### src/rtl/spi_pkg.sv
// spi_pkg: shared types and constants for the SPI master
package spi_pkg;
  typedef enum logic [2:0] {IDLE, SETUP, XFER, HOLD, GAP} spi_state_t;
  typedef struct packed {
    logic cpol;
    logic cpha;
  } spi_mode_t;
  localparam int SPI_DATA_W = 8;
endpackage

### src/rtl/spi_clk_gen.sv
// spi_clk_gen: HALF_DIV divider producing sck leading/trailing edge strobes
module spi_clk_gen #(
  parameter int HALF_DIV = 2
) (
  input  logic clk,
  input  logic rst_n,
  input  logic en_i,
  input  logic edge_en_i,
  output logic tick_o,
  output logic lead_edge_o,
  output logic trail_edge_o
);
  logic [7:0] cnt_q, cnt_d;
  logic       phase_q, phase_d;
  // divider wraps every HALF_DIV cycles; phase alternates leading/trailing edges
  always_comb begin
    tick_o  = en_i && (cnt_q == 8'(HALF_DIV - 1));
    cnt_d   = (!en_i || tick_o) ? 8'd0 : cnt_q + 8'd1;
    phase_d = !edge_en_i ? 1'b0 : (tick_o ? ~phase_q : phase_q);
  end
  assign lead_edge_o  = tick_o && edge_en_i && !phase_q;
  assign trail_edge_o = tick_o && edge_en_i && phase_q;
  // divider and phase registers
  always_ff @(posedge clk or negedge rst_n) begin
    if (!rst_n) begin
      cnt_q   <= '0;
      phase_q <= 1'b0;
    end else begin
      cnt_q   <= cnt_d;
      phase_q <= phase_d;
    end
  end
endmodule

### src/rtl/spi_master.sv
// spi_master: single-frame SPI master with runtime cpol/cpha and registered pins
module spi_master
  import spi_pkg::*;
#(
  parameter int HALF_DIV = 2,
  parameter int DATA_W   = SPI_DATA_W
) (
  input  logic              clk,
  input  logic              rst_n,
  input  logic              cpol,
  input  logic              cpha,
  input  logic              tx_valid,
  input  logic [DATA_W-1:0] tx_data,
  output logic              tx_ready,
  output logic              rx_valid,
  output logic [DATA_W-1:0] rx_data,
  output logic              busy,
  output logic              sck,
  output logic              ena,
  output logic              din,
  input  logic              dout
);
  localparam int BW = $clog2(DATA_W + 1);

  spi_state_t        state_q, state_d;
  spi_mode_t         mode_q, mode_d;
  logic [DATA_W-1:0] sh_q, sh_d, sh_nx;
  logic [DATA_W-1:0] rx_sh_q, rx_sh_d;
  logic [DATA_W-1:0] rx_data_q, rx_data_d;
  logic [BW-1:0]     bit_cnt_q, bit_cnt_d;
  logic              sck_q, sck_d;
  logic              ena_q, ena_d;
  logic              din_q, din_d;
  logic              tx_ready_q, tx_ready_d;
  logic              rx_valid_q, rx_valid_d;
  logic              tick, lead, trail;
  logic              accept, last, sample, shift_en;

  spi_clk_gen #(.HALF_DIV(HALF_DIV)) u_clk_gen (
    .clk          (clk),
    .rst_n        (rst_n),
    .en_i         (state_q != IDLE),
    .edge_en_i    (state_q == SETUP || state_q == XFER),
    .tick_o       (tick),
    .lead_edge_o  (lead),
    .trail_edge_o (trail)
  );

  assign accept   = tx_valid && tx_ready_q;
  assign last     = trail && (bit_cnt_q == BW'(DATA_W - 1));
  assign sample   = mode_q.cpha ? trail : lead;
  assign shift_en = mode_q.cpha ? lead : (trail && !last);
  assign sh_nx    = sh_q << 1;

  // frame sequencing: the SETUP tick doubles as the first leading edge
  always_comb begin
    state_d    = state_q;
    mode_d     = mode_q;
    sh_d       = sh_q;
    rx_sh_d    = rx_sh_q;
    rx_data_d  = rx_data_q;
    bit_cnt_d  = bit_cnt_q;
    sck_d      = sck_q;
    ena_d      = ena_q;
    din_d      = din_q;
    tx_ready_d = tx_ready_q;
    rx_valid_d = 1'b0;
    unique case (state_q)
      IDLE: begin
        sck_d      = cpol;
        tx_ready_d = 1'b1;
        if (accept) begin
          state_d    = SETUP;
          mode_d     = '{cpol: cpol, cpha: cpha};
          sh_d       = tx_data;
          rx_sh_d    = '0;
          bit_cnt_d  = '0;
          din_d      = tx_data[DATA_W-1];
          ena_d      = 1'b0;
          tx_ready_d = 1'b0;
        end
      end
      SETUP, XFER: begin
        if (lead || trail) sck_d = ~sck_q;
        if (sample) rx_sh_d = DATA_W'({rx_sh_q, dout});
        if (shift_en) begin
          sh_d  = sh_nx;
          din_d = mode_q.cpha ? sh_q[DATA_W-1] : sh_nx[DATA_W-1];
        end
        if (trail) bit_cnt_d = bit_cnt_q + BW'(1);
        if (state_q == SETUP && tick) state_d = XFER;
        if (last) state_d = HOLD;
      end
      HOLD: begin
        sck_d = mode_q.cpol;
        if (tick) begin
          state_d    = GAP;
          ena_d      = 1'b1;
          din_d      = 1'b0;
          rx_data_d  = rx_sh_q;
          rx_valid_d = 1'b1;
        end
      end
      GAP: begin
        if (tick) begin
          state_d    = IDLE;
          bit_cnt_d  = '0;
          tx_ready_d = 1'b1;
        end
      end
      default: state_d = IDLE;
    endcase
  end

  // state and datapath registers; reset aborts any frame in flight
  always_ff @(posedge clk or negedge rst_n) begin
    if (!rst_n) begin
      state_q    <= IDLE;
      mode_q     <= '0;
      sh_q       <= '0;
      rx_sh_q    <= '0;
      rx_data_q  <= '0;
      bit_cnt_q  <= '0;
      sck_q      <= 1'b0;
      ena_q      <= 1'b1;
      din_q      <= 1'b0;
      tx_ready_q <= 1'b0;
      rx_valid_q <= 1'b0;
    end else begin
      state_q    <= state_d;
      mode_q     <= mode_d;
      sh_q       <= sh_d;
      rx_sh_q    <= rx_sh_d;
      rx_data_q  <= rx_data_d;
      bit_cnt_q  <= bit_cnt_d;
      sck_q      <= sck_d;
      ena_q      <= ena_d;
      din_q      <= din_d;
      tx_ready_q <= tx_ready_d;
      rx_valid_q <= rx_valid_d;
    end
  end

  assign tx_ready = tx_ready_q;
  assign rx_valid = rx_valid_q;
  assign rx_data  = rx_data_q;
  assign busy     = state_q != IDLE;
  assign sck      = sck_q;
  assign ena      = ena_q;
  assign din      = din_q;
endmodule

### config.mk
export PLATFORM = sky130hd
export DESIGN_NAME = spi_master
export DESIGN_NICKNAME = d
export VERILOG_FILES = /design/src/rtl/spi_pkg.sv /design/src/rtl/spi_clk_gen.sv /design/src/rtl/spi_master.sv
export SDC_FILE = /design/constraint.sdc
export NUM_CORES = 1
export LEC_CHECK = 0
export ABC_AREA = 1
export CAP_MARGIN = 20
export CORE_ASPECT_RATIO = 0.6
export CORE_MARGIN = 8
export CORE_UTILIZATION = 55
export DETAILED_ROUTE_END_ITERATION = 16
export HOLD_SLACK_MARGIN = 0.05
export PLACE_DENSITY = 0.86
export SLEW_MARGIN = 30
export SYNTH_ARGS = -nofsm -noshare
export SYNTH_HDL_FRONTEND = slang
export SYNTH_SLANG_ARGS = --single-unit
### constraint.sdc
create_clock -name clk -period 1.8 [get_ports clk]
set_input_delay 0.36 -clock clk [delete_from_list [all_inputs] [get_ports clk]]
set_output_delay 0.36 -clock clk [all_outputs]
set_load 0.05 [all_outputs]
==> results.toml, run 1 <==
[status]
status = "completed"

[route]
ant_nets = 0
routed_via_density = 5.00
wl_mm = 5.10
drt_iter0_drc = 149
drc = 0
via_count = 1880
wl_per_cell_microns = 13.6
dr.pass1.iters = 4

[pwr]
pwr-share-seq_pct = 30.3
clkPwrFrac_pct = 11.5
leakage_uw = 0.00139
vdd_drop_max_uv = 1320
swShare_pct = 48.6
p_comb_share_pct = 58.2
p_per_area_nw_per_um2 = 1920
p_sw_uw = 2700
p_int_uw = 2850

[critical_path]
arrival_ps = 1930
cp.required_ps = 1990
crit_path_cell_trace = "inv_1, ha_1, nand2_1, nor2_4, nand2_2, nor2_4, nand2_1, nand2_1, nand2_2, nor2_1, a21oi_1"
endpoint_kind = "register"
crit_top_cell = "nand2_1"
cp-start-kind = "register"
crit_fanout = 7
critical_path_class = "register to register"
max_stage_delay_ps = 390
slowest_stage = "dfrtp_1"

[placement]
dp_cells = 356
routabilityCongestion = 0.913
io_buffers = 27
dp_hpwl_mm = 3.47

[finish]
diodes = 0
layout.cells.non_filler = 376
drive_gt1_share_pct = 23.7
area_growth_pct = 23.2
final_nets = 332
fillerInstances = 320

[yosys]
synth_edf_count = 0
yosys-top-cells-count = "nand2_1 (63), dfrtp_1 (46), inv_1 (30)"
synthCells = 269
synth_cell_types = 37
async_reset_ff_share_pct = 100
synth_fp_nets = 286
ys_ff_latch = 47
netlist_area_sq_um = 2350
ys_seq_area_share_pct = 50.2
synth_ff_type = "dfrtp_1"
synth_most_common_cell = "nand2_1"
synth_area_leaders = "dfrtp_1 (49%), nand2_1 (10%), inv_1 (4.8%)"
synth_top_area_share_pct = 49.0
postSynthAreaPerCell_sq_um = 8.73
synth_area_leader_cell = "dfrtp_1"
synth-warning-count = 0

[clocking]
htreeDepth = 2
cts_buffers = 5
clk_pin_slew_ps = 90
cts_buffer_depth = 2
clk_latency_ps = 300
clock_sinks = 47
tritoncts = "yes"
cts-root-buf = "clkbuf_8"

[global_routing]
grt_pass1_vias = 1784
overflow = 0
grt_pass1_wl_mm = 8.36
grt_max_degree = 48
antenna_found_initial = 0
grtUsageTotal_pct = 15.8

[timing]
finalCritPeriodShare_pct = 96.8
hold_violations = 0
finClkSkew_ps = 11.6
worst_hold_slack_ps = 485
rsz0062_at_grt = "yes"
finalMaxSlewViolations = 0
min_period_ps = 1740
setup_viol = 0
tightest_slew_ps = 276
relSlewSlack_pct = 81.6
clock.fmax_mhz = 574

[die]
die_w_microns = 100
die_area_sq_um = 6680
io_pins = 28
start_util_pct = 57.3
die_h_microns = 66.6
num_rows = 18
coreArea_sq_um = 4100

[flow_run]
drv_cap = 0

[hold_path]
min_path_type = "register to register"
path summary, 6_finish.rpt:
path                                               from                            to  slack [ps]  depth (start not counted)
max                        u_clk_gen.cnt_q[1]$_DFF_PN0_        state_q[0]$_DFFE_PN0P_          60                         11
min                                     din$_DFFE_PN0P_               din$_DFFE_PN0P_         490                          2
max reg2reg                u_clk_gen.cnt_q[1]$_DFF_PN0_        state_q[0]$_DFFE_PN0P_          60                         11
min reg2reg                             din$_DFFE_PN0P_               din$_DFFE_PN0P_         490                          2
max in group asynchronous                         rst_n               ena$_DFFE_PN1P_         950                          3
min in group asynchronous                         rst_n  u_clk_gen.cnt_q[6]$_DFF_PN0_         560                          3
power by group through the flow:
stage / clock network [uW] / registers, uW / logic, uW
finish: 640 / 1680 / 3230
global route: 703 / 1720 / 3550
CTS: 652 / 1670 / 2910
detailed placement: 0 / 1690 / 2820
global placement: 0 / 1680 / 2760
floorplan: 0 / 1930 / 1950
cell families after synthesis:
family	count (synthesis)	synth area share [%]
xor+xnor	5	1.87
flops	47	50.2
fa+ha+maj	3	1.60
compound gates	50	13.3
simple gates	123	25.5
buf+inv	41	7.57
placed cells by master (no fill, tap or decap), types with 2 or more instances in the layout:
cell type,count
inv_1,30
clkdlybuf4s50_1,12
buf_12,3
dfrtp_1,45
clkinv_4,2
nand3_1,15
o21ai_0,11
nand2_2,3
nor2_4,4
nand3_2,2
clkbuf_8,5
nor3b_1,2
nand2_4,4
ha_1,3
xor2_1,4
buf_4,27
inv_2,5
o21ai_1,18
a21oi_1,7
nand2_1,61
nor2_2,2
nand4_1,2
o21ai_2,7
nor2_1,21
nor3_1,3
metrics by stage:
stage	cell area, sq um	setup TNS [ps]	utilization, %	power, uW	worst slack, ps
3_5_place_dp	2660	0	65.0	4510	33.7
2_1_floorplan	2350	0	-	3890	147
6_report	2890	0	70.6	5550	57.6
4_1_cts	2790	0	68.1	5230	54.8
5_1_grt	2890	-372	70.6	5970	-96.3
3_3_place_gp	2660	0	65.0	4440	107
routing by layer:
metal	vias up	wire length, microns	share of wire, %	track usage, %
met3	6	281	5.5	5.09
li1	957	-	-	-
met5	-	0	0	0
met4	0	58	1.1	6.54
met1	872	2520	49	22.2
met2	45	2240	44	21.9
worst max-delay path, delay by kind of cell, from the launching register on:
kind | cells | cell delay [ps]
DFF | 1 | 390
AOI/OAI and AO/OA | 1 | 60
adders and majority gates | 1 | 140
buffers and inverters | 1 | 90
and+or+nand+nor | 8 | 960
layout make-up:
type                            instances  area (sq um)  area share (%)
Tap cell                               60          75.1            2.60
Timing Repair Buffer                   44           398            13.8
Inverter                               36           138            4.76
Clock inverter                          2          17.5           0.606
Clock buffer                            6          72.6            2.51
Sequential cell                        47          1180            40.7
Multi-Input combinational cell        181          1010            35.0
flip-flops by register name, summed over array words and instances, names as in the netlist:
signal / count
bit_cnt_q: 4
rx_data: 8
state_q: 3
din: 1
sh_q: 8
tx_ready: 1
u_clk_gen.cnt_q: 8
sck: 1
rx_valid: 1
rx_sh_q: 8
u_clk_gen.phase_q: 1
mode_q: 2
ena: 1
timing repair:
action                     CTS  global route
gates cloned                 0             0
resized for setup            0             6
buffers inserted             2             9
hold buffers                 1             0
hold endpoints to repair    46             0
pin swaps                    1             7
setup endpoints to repair    1            28
Power figures use the tool's default switching activity.
==> run 2, diff against run 1 <==
--- a/config.mk
+++ b/config.mk
@@ -7,9 +7,11 @@
 export LEC_CHECK = 0
 export ABC_AREA = 1
 export CAP_MARGIN = 20
+export CELL_PAD_IN_SITES_DETAIL_PLACEMENT = 0
+export CELL_PAD_IN_SITES_GLOBAL_PLACEMENT = 1
 export CORE_ASPECT_RATIO = 0.6
 export CORE_MARGIN = 8
-export CORE_UTILIZATION = 55
+export CORE_UTILIZATION = 42
 export DETAILED_ROUTE_END_ITERATION = 16
 export HOLD_SLACK_MARGIN = 0.05
 export PLACE_DENSITY = 0.86
==> run 2 against run 1 <==
Net effect: routed wire length decreased by 4.2%; largest cell class unchanged; clock skew decreased by 5.8 ps; critical endpoint unchanged; clock-buffer cell count decreased by 1.
==> results.toml, run 2 (synthesis results as in run 1) <==
[status]
status = "completed"

[route]
ant_nets = 0
drc = 0
wl_per_cell_microns = 12.8
via_count = 1802
drt_iter0_drc = 92
routed_via_density = 4.73
wl_mm = 4.89
dr.pass1.iters = 4

[pwr]
p_per_area_nw_per_um2 = 1930
vdd_drop_max_uv = 834
leakage_uw = 0.00138

[timing]
finalSetupTns_ps = 0
hold_violations = 0
finClkSkew_ps = 5.88
worst_hold_slack_ps = 452
tightest_slew_ps = 399
relSlewSlack_pct = 73.3
finalCritPeriodShare_pct = 95.2
rsz0062_at_grt = "yes"
clock.fmax_mhz = 583
finalWorstSetupSlack_ps = 85.8
min_period_ps = 1710
setup_viol = 0
finalMaxSlewViolations = 0

[finish]
layout.cells.non_filler = 381
fin_area_sq_um = 2860
diodes = 0
fillerInstances = 533
seq_area_sq_um = 1180
drive_gt1_share_pct = 21.8
final_nets = 328
area_growth_pct = 21.9
multi_input_area_sq_um = 992
layout_common_cells = "nand2_1 (63), dfrtp_1 (46), inv_1 (30)"
final_common_cell = "nand2_1"

[critical_path]
arrival_ps = 1900
endpoint_kind = "register"
reg2reg_slack_ps = 90
cp-start-kind = "register"
critical_path_class = "register to register"
crit_fanout = 9
cp.required_ps = 1990

[clocking]
htreeDepth = 2
clk_pin_slew_ps = 90
cts_buffer_depth = 2
cts-root-buf = "clkbuf_8"
clk_latency_ps = 290
cts_buffers = 5
cts_resized = 0
clock_sinks = 47
tritoncts = "yes"

[die]
die_h_microns = 73.9
io_pins = 28
start_util_pct = 42.7
num_rows = 21
coreArea_sq_um = 5490
die_w_microns = 113
die_area_sq_um = 8320

[global_routing]
grtUsageTotal_pct = 12.6
busiest_layer = "met2"
use_met2_pct = 19.1
grt_pass1_vias = 1754
use_met3_pct = 4.27
antenna_found_initial = 0
grt_use_met1_pct = 17.4
overflow = 0
grt_pass1_wl_mm = 8.40
grt_max_degree = 23

[placement]
dp_slack_ps = 79.9
dp_hpwl_mm = 3.68
io_buffers = 27
routabilityCongestion = 0.856
post_dp_cell_area_sq_um = 2700
dp_cells = 370

[hold_path]
min_path_type = "input pin to asynchronous set/reset pin"

[flow_run]
drv_cap = 0
-- run 2: final timing paths --
| check | cells past startpoint | start | to |
|---|---|---|---|
| setup / recovery | 10 | state_q[1]$_DFFE_PN0P_ | state_q[0]$_DFFE_PN0P_ |
| hold / removal | 2 | rst_n | rx_data[4]$_DFFE_PN0P_ |
| max in group asynchronous | 3 | rst_n | ena$_DFFE_PN1P_ |
| setup reg to reg | 10 | state_q[1]$_DFFE_PN0P_ | state_q[0]$_DFFE_PN0P_ |
| hold reg to reg | 2 | din$_DFFE_PN0P_ | din$_DFFE_PN0P_ |
| min in group clk | 2 | din$_DFFE_PN0P_ | din$_DFFE_PN0P_ |
-- run 2: metrics by stage --
stage                     power (uW)  util [%]
after floorplan                 3890         -
after global placement          4550      49.1
after detailed placement        4600      49.1
after CTS                       5570      52.1
after global routing            5940      52.1
final                           5510      52.1
-- run 2: worst max-delay path, cell delays in order (launching register included) --
cell,delay (ps)
dfrtp_1,480
nor2_4,70
buf_4,160
nor2_8,210
nand2_1,90
nor2_2,150
nand2_1,90
nand2_1,90
nand2_1,110
nor2_1,120
a21oi_1,50
-- run 2: power breakdown --
part / leakage (uW) / switching, uW / total [uW] / internal, uW
combinational: 0.000693 / 1960 / 2930 / 972
sequential: 0.000619 / 254 / 1670 / 1410
clock: 0.0000644 / 363 / 917 / 554
total: 0.00138 / 2570 / 5510 / 2940
-- run 2: what timing repair did --
action                     CTS  global route
hold endpoints to repair     8             0
setup endpoints to repair    1             6
hold buffers                 1             0
buffers inserted             2             0
pin swaps                    1             1
-- run 2: per-layer routing --
layer,vias up,part of all wire (%)
li1,949,-
met1,811,52
met2,40,43
met3,2,5.4
met4,0,0.16
met5,-,0
-- run 2: layout make-up --
cell class | count | share of cell area [%]
sequential | 47 | 41.2
multi-input combinational | 181 | 34.7
timing repair buffer | 40 | 11.5
inverter | 36 | 4.81
tap | 69 | 3.02
clock buffer | 5 | 2.41
clock inverter | 3 | 2.36
==> run 3, diff against run 2 <==
--- a/config.mk
+++ b/config.mk
@@ -15,7 +15,7 @@
 export DETAILED_ROUTE_END_ITERATION = 16
 export HOLD_SLACK_MARGIN = 0.05
 export PLACE_DENSITY = 0.86
-export SLEW_MARGIN = 30
+export SLEW_MARGIN = 10
 export SYNTH_ARGS = -nofsm -noshare
 export SYNTH_HDL_FRONTEND = slang
 export SYNTH_SLANG_ARGS = --single-unit
==> constraint.sdc (replaced) <==
create_clock -name clk -period 1.59 [get_ports clk]
set_input_delay 0.318 -clock clk [delete_from_list [all_inputs] [get_ports clk]]
set_output_delay 0.318 -clock clk [all_outputs]
set_load 0.05 [all_outputs]
==> run 3 against run 2 <==
Net effect: the flow now finishes with violations (setup timing); core utilization increased by 8.3 points; clock-buffer cell count increased by 2; die area unchanged; largest cell class unchanged.
==> results.toml, run 3 (synthesis results as in run 1) <==
[status]
status = "complete, but fails checks"
violations = "setup timing"

[route]
routed_via_density = 4.72
drt_iter0_drc = 111
dr.pass1.iters = 4
ant_nets = 0
wl_per_cell_microns = 12.9
via_count = 1922
drc = 0
wl_mm = 5.26

[global_routing]
grt_max_degree = 48
antenna_found_initial = 0
grtUsageTotal_pct = 13.4
overflow = 0
grt_pass1_vias = 1959
grt_pass1_wl_mm = 9.00

[clocking]
cts_buffer_depth = 2
cts_buffers = 5
htreeDepth = 2
clock_sinks = 47
tritoncts = "yes"
clk_latency_ps = 300
clk_pin_slew_ps = 90
cts-root-buf = "clkbuf_8"

[timing]
setup_viol = 7
finalSetupTns_ps = -143
finClkSkew_ps = 9.47
clock.fmax_mhz = 614
finalWorstSetupSlack_ps = -39.7
hold_violations = 0
relSlewSlack_pct = 77.8
finalMaxSlewViolations = 0
tightest_slew_ps = 332
finalCritPeriodShare_pct = 102
rsz0062_at_grt = "yes"
min_period_ps = 1630

[critical_path]
r2r_start = "u_clk_gen.cnt_q[1]$_DFF_PN0_"
crit_top_cell = "nand2_4"
crit_fanout = 6
max_stage_delay_ps = 400
cp-start-kind = "register"
endpoint_kind = "register"
critical_path_class = "register to register"
setup.worst_path.start = "u_clk_gen.cnt_q[1]$_DFF_PN0_"
cp.required_ps = 1790
crit_path_cell_trace = "inv_2, ha_4, nand2_4, nor2_4, buf_12, nand2_4, o22ai_4, nand2_4, buf_4, nand3_1, nand2_1"
slowest_stage = "dfrtp_1"
arrival_ps = 1830

[finish]
diodes = 0
multi_input_area_sq_um = 1120
area_growth_pct = 41.3
fin_area_sq_um = 3320
final_common_cell = "nand2_1"
layout.cells.non_filler = 407
final_nets = 354
seq_area_sq_um = 1180
layout_common_cells = "nand2_1 (50), dfrtp_1 (46), buf_4 (35)"
drive_gt1_share_pct = 33.7
fillerInstances = 468

[pwr]
leakage_uw = 0.00155
vdd_drop_max_uv = 1000
p_per_area_nw_per_um2 = 2180

[die]
die_area_sq_um = 8320
num_rows = 21
coreArea_sq_um = 5490
io_pins = 28
start_util_pct = 42.7
die_h_microns = 73.9
die_w_microns = 113

[placement]
io_buffers = 27
post_dp_cell_area_sq_um = 2980
dp_cells = 389
dp_hpwl_mm = 3.66
dp_slack_ps = -97.6
routabilityCongestion = 0.783

[hold_path]
hp-start = "rx_data[6]$_DFFE_PN0P_"
min_path_type = "register to register"

[flow_run]
drv_cap = 0
## run 3: final cells by class
cell class | instances | share of cell area (%)
multi-input cells | 181 | 33.8
flip-flops and latches | 47 | 35.5
repair buffers | 66 | 21.0
inverters | 36 | 4.22
well taps | 69 | 2.60
clock inverters | 1 | 0.264
clock buffers | 7 | 2.60
## run 3: layer usage
| metal | track usage [%] | wire [microns] | part of all wire, % | vias up |
|---|---|---|---|---|
| met5 | 0 | 0 | 0 | - |
| met1 | 17.8 | 2650 | 50 | 884 |
| met3 | 4.02 | 246 | 4.7 | 2 |
| li1 | - | - | - | 1004 |
| met2 | 21.3 | 2360 | 45 | 32 |
| met4 | 3.12 | 10 | 0.19 | 0 |
## run 3: worst max-delay path: cells and delay by family (launching register included)
kind,cells,cell delay [ps]
and+or+nand+nor,6,500
DFF,1,400
buffers and inverters,3,350
AOI/OAI and AO/OA,1,140
adders and majority gates,1,130
## run 3: worst paths after layout
check                      cells past startpoint  slack [ps]                      endpoint
setup / recovery                              11         -40           sh_q[0]$_DFFE_PN0P_
hold / removal                                 2         500        rx_data[6]$_DFFE_PN0P_
setup reg to reg                              11         -40           sh_q[0]$_DFFE_PN0P_
hold reg to reg                                2         500        rx_data[6]$_DFFE_PN0P_
max in group asynchronous                      3         790               ena$_DFFE_PN1P_
min in group asynchronous                      3         530  u_clk_gen.cnt_q[3]$_DFF_PN0_
## run 3: power breakdown
part	total, uW	internal [uW]	switching, uW
Clock	758	357	402
Sequential	1900	1600	301
Combinational	4570	1930	2630
## run 3: what timing repair did
item / in CTS / in global routing
endpoints found under the setup margin: 33 / 44
hold buffers: 1 / 0
resized for setup: 16 / 23
hold endpoints to repair: 46 / 0
pin swaps: 9 / 12
setup buffers: 9 / 1
## run 3: per-stage QoR
step | hold WS [ps] | utilization (%) | total power, uW
after floorplan | 22.4 | - | 4430
final | 502 | 60.4 | 7230
after detailed placement | 324 | 54.2 | 5750
after global routing | 530 | 60.4 | 7750
after global placement | 319 | 54.2 | 5680
after CTS | 506 | 58.7 | 6930
==> RTL edit (flow settings as in run 2) <==
The package constant `SPI_DATA_W` goes from 8 to 16.
--- a/src/rtl/spi_pkg.sv
+++ b/src/rtl/spi_pkg.sv
@@ -6,5 +6,5 @@
     logic cpha;
   } spi_mode_t;
-  localparam int SPI_DATA_W = 8;
+  localparam int SPI_DATA_W = 16;
 endpackage
 
Ports: changed (resized rx_data and tx_data); port bits go from 28 to 44. No check against the original RTL was run, so the function may have changed too.
==> RTL edit against run 2 <==
  * Design area grew 60%
  * Power grew 55%
  * Setup slack lost 0.050 ns
  * Synthesized area grew 48%
  * Combinational power grew 55%
  * Clock power grew 89%
  * Clock skew shrank 0.0019 ns
  * Sequential cell count grew 25
  * Highest routed layer unchanged
  * Wire length grew 53%
  * Count of clock-buffer cells in the layout grew 5
  * Via count grew 50%
==> RTL edit: results (changes against run 2) <==
ClkCell Share 6.27% (was 4.77%); WL/cell 13.3 µm (was 12.8 µm); Placed Area 4090 µm² (was 2700 µm²); hpwl dp 4980 µm (was 3680 µm); fin crit period 1.76 ns (was 1.71 ns); total track usage 13.6% (was 12.6%); num rows 25 (was 21); largest net degree at the start of global routing 73 (was 23); Synth area leaders dfrtp_1 (51%), nand2_1 (9.6%), inv_1 (5.1%) (was dfrtp_1 (49%), nand2_1 (10%), inv_1 (4.8%)); max incr delay on CP 0.37 ns (was 0.48 ns); first-pass GRT wire length 12,600 µm (was 8400 µm); Multi-In Gates 246 (was 181); cts bufs inserted 9 (was 5); gpl congestion 0.831 (was 0.856); vias in the first global route 2,544 (was 1,754); Synth Area in Adders 1.44% (was 1.60%); LEAKAGE 2.09 nW (was 1.38 nW); multi-input logic area 1450 µm² (was 992 µm²); register area share after synthesis 51.9% (was 50.2%); reg2reg path depth 12 (was 10); Worst Setup SP bit_cnt_q[1]$_DFFE_PN0P_ (was state_q[1]$_DFFE_PN0P_); Synth Net Count 412 (was 286); flop2flop setup slack 0.04 ns (was 0.09 ns); H-tree levels 3 (was 2); IR drop worst, VDD 0.860 mV (was 0.834 mV); number of non-clock inverters in the layout 54 (was 36); FFs & Latches 72 (was 47); layout clock buffer count 10 (was 5); most frequent cells after synthesis nand2_1 (89), dfrtp_1 (71), inv_1 (47), o21ai_1 (30), o21ai_0 (21) (was nand2_1 (63), dfrtp_1 (46), inv_1 (30), nor2_1 (21), o21ai_1 (18)); share of cells above drive strength 1 29.1% (was 21.8%); complex-gate fraction of the synthesized area 15.8% (was 13.3%); Hold Path Class input port to async pin (unchanged); Worst-path clk slew 0.06 ns (was 0.09 ns); Syn Area/Cell 9.01 µm² (was 8.73 µm²); Place WS 0.0390 ns (was 0.0799 ns); final-stage net count 476 (was 328); First DRT Iteration DRCs 265 (was 92); Inst Count DP 539 (was 370); Buffers, non-clock 67 (was 40); total routed wirelength 7480 µm (was 4890 µm); sequential share of power 26.6% (was 30.3%); XOR/XNOR share of the synthesized area 1.26% (was 1.87%); worst-path maximum fanout 7 (was 9); Clk Latency, worst-skew pair 0.34 ns (was 0.29 ns); worst slew pin tran 0.386 ns (was 0.399 ns); number of fill cells 707 (was 533); buffering overhead 15.3% (was 11.5%); Sw Pwr 3.68 mW (was 2.57 mW); FF-to-FF End sh_q[10]$_DFFE_PN0P_ (was state_q[0]$_DFFE_PN0P_); PD cells 1860 nW/µm² (was 1930 nW/µm²); Logic pwr share 53.1% (about the same); status complete, no violations (unchanged); port bufs 43 (was 27); Worst Clk Skew 0.00395 ns (was 0.00588 ns); Area Growth Syn to Fin 31.9% (was 21.9%); Vias/cell 4.82 (was 4.73); WHS 0.0469 ns (was 0.452 ns)
## RTL edit: cell types whose count changed in the layout (fill, tap and decap cells not counted), sizes merged, moves of 6 or more
cell,delta
clkbuf,+8
buf,+17
o21ai,+34
nand3,+6
nand2,+26
clkdlybuf4s50,+8
dfrtp,+25
inv,+17
## RTL edit: metal layers
metal | global-route usage, % | routed length (µm)
met4 | 6.08 | 99
met1 | 19.5 | 3920
met2 | 17.8 | 3050
met5 | 0 | 0
met3 | 4.62 | 413
## RTL edit: kinds of logic (layout without fill, tap and decap cells)
kind of cell | count (synthesis) | after routing
buf+inv | 68 | 136
compound gates | 88 | 88
flops | 72 | 72
fa+ha+maj | 4 | 4
simple gates | 149 | 149
xor+xnor | 5 | 5
## RTL edit: timing repair
| item | in CTS | in global routing |
|---|---|---|
| pin swaps | 1 | 8 |
| resized for setup | 0 | 28 |
| setup endpoints to repair | 1 | 46 |
| gates cloned | 0 | 4 |
| buffers inserted | 1 | 3 |
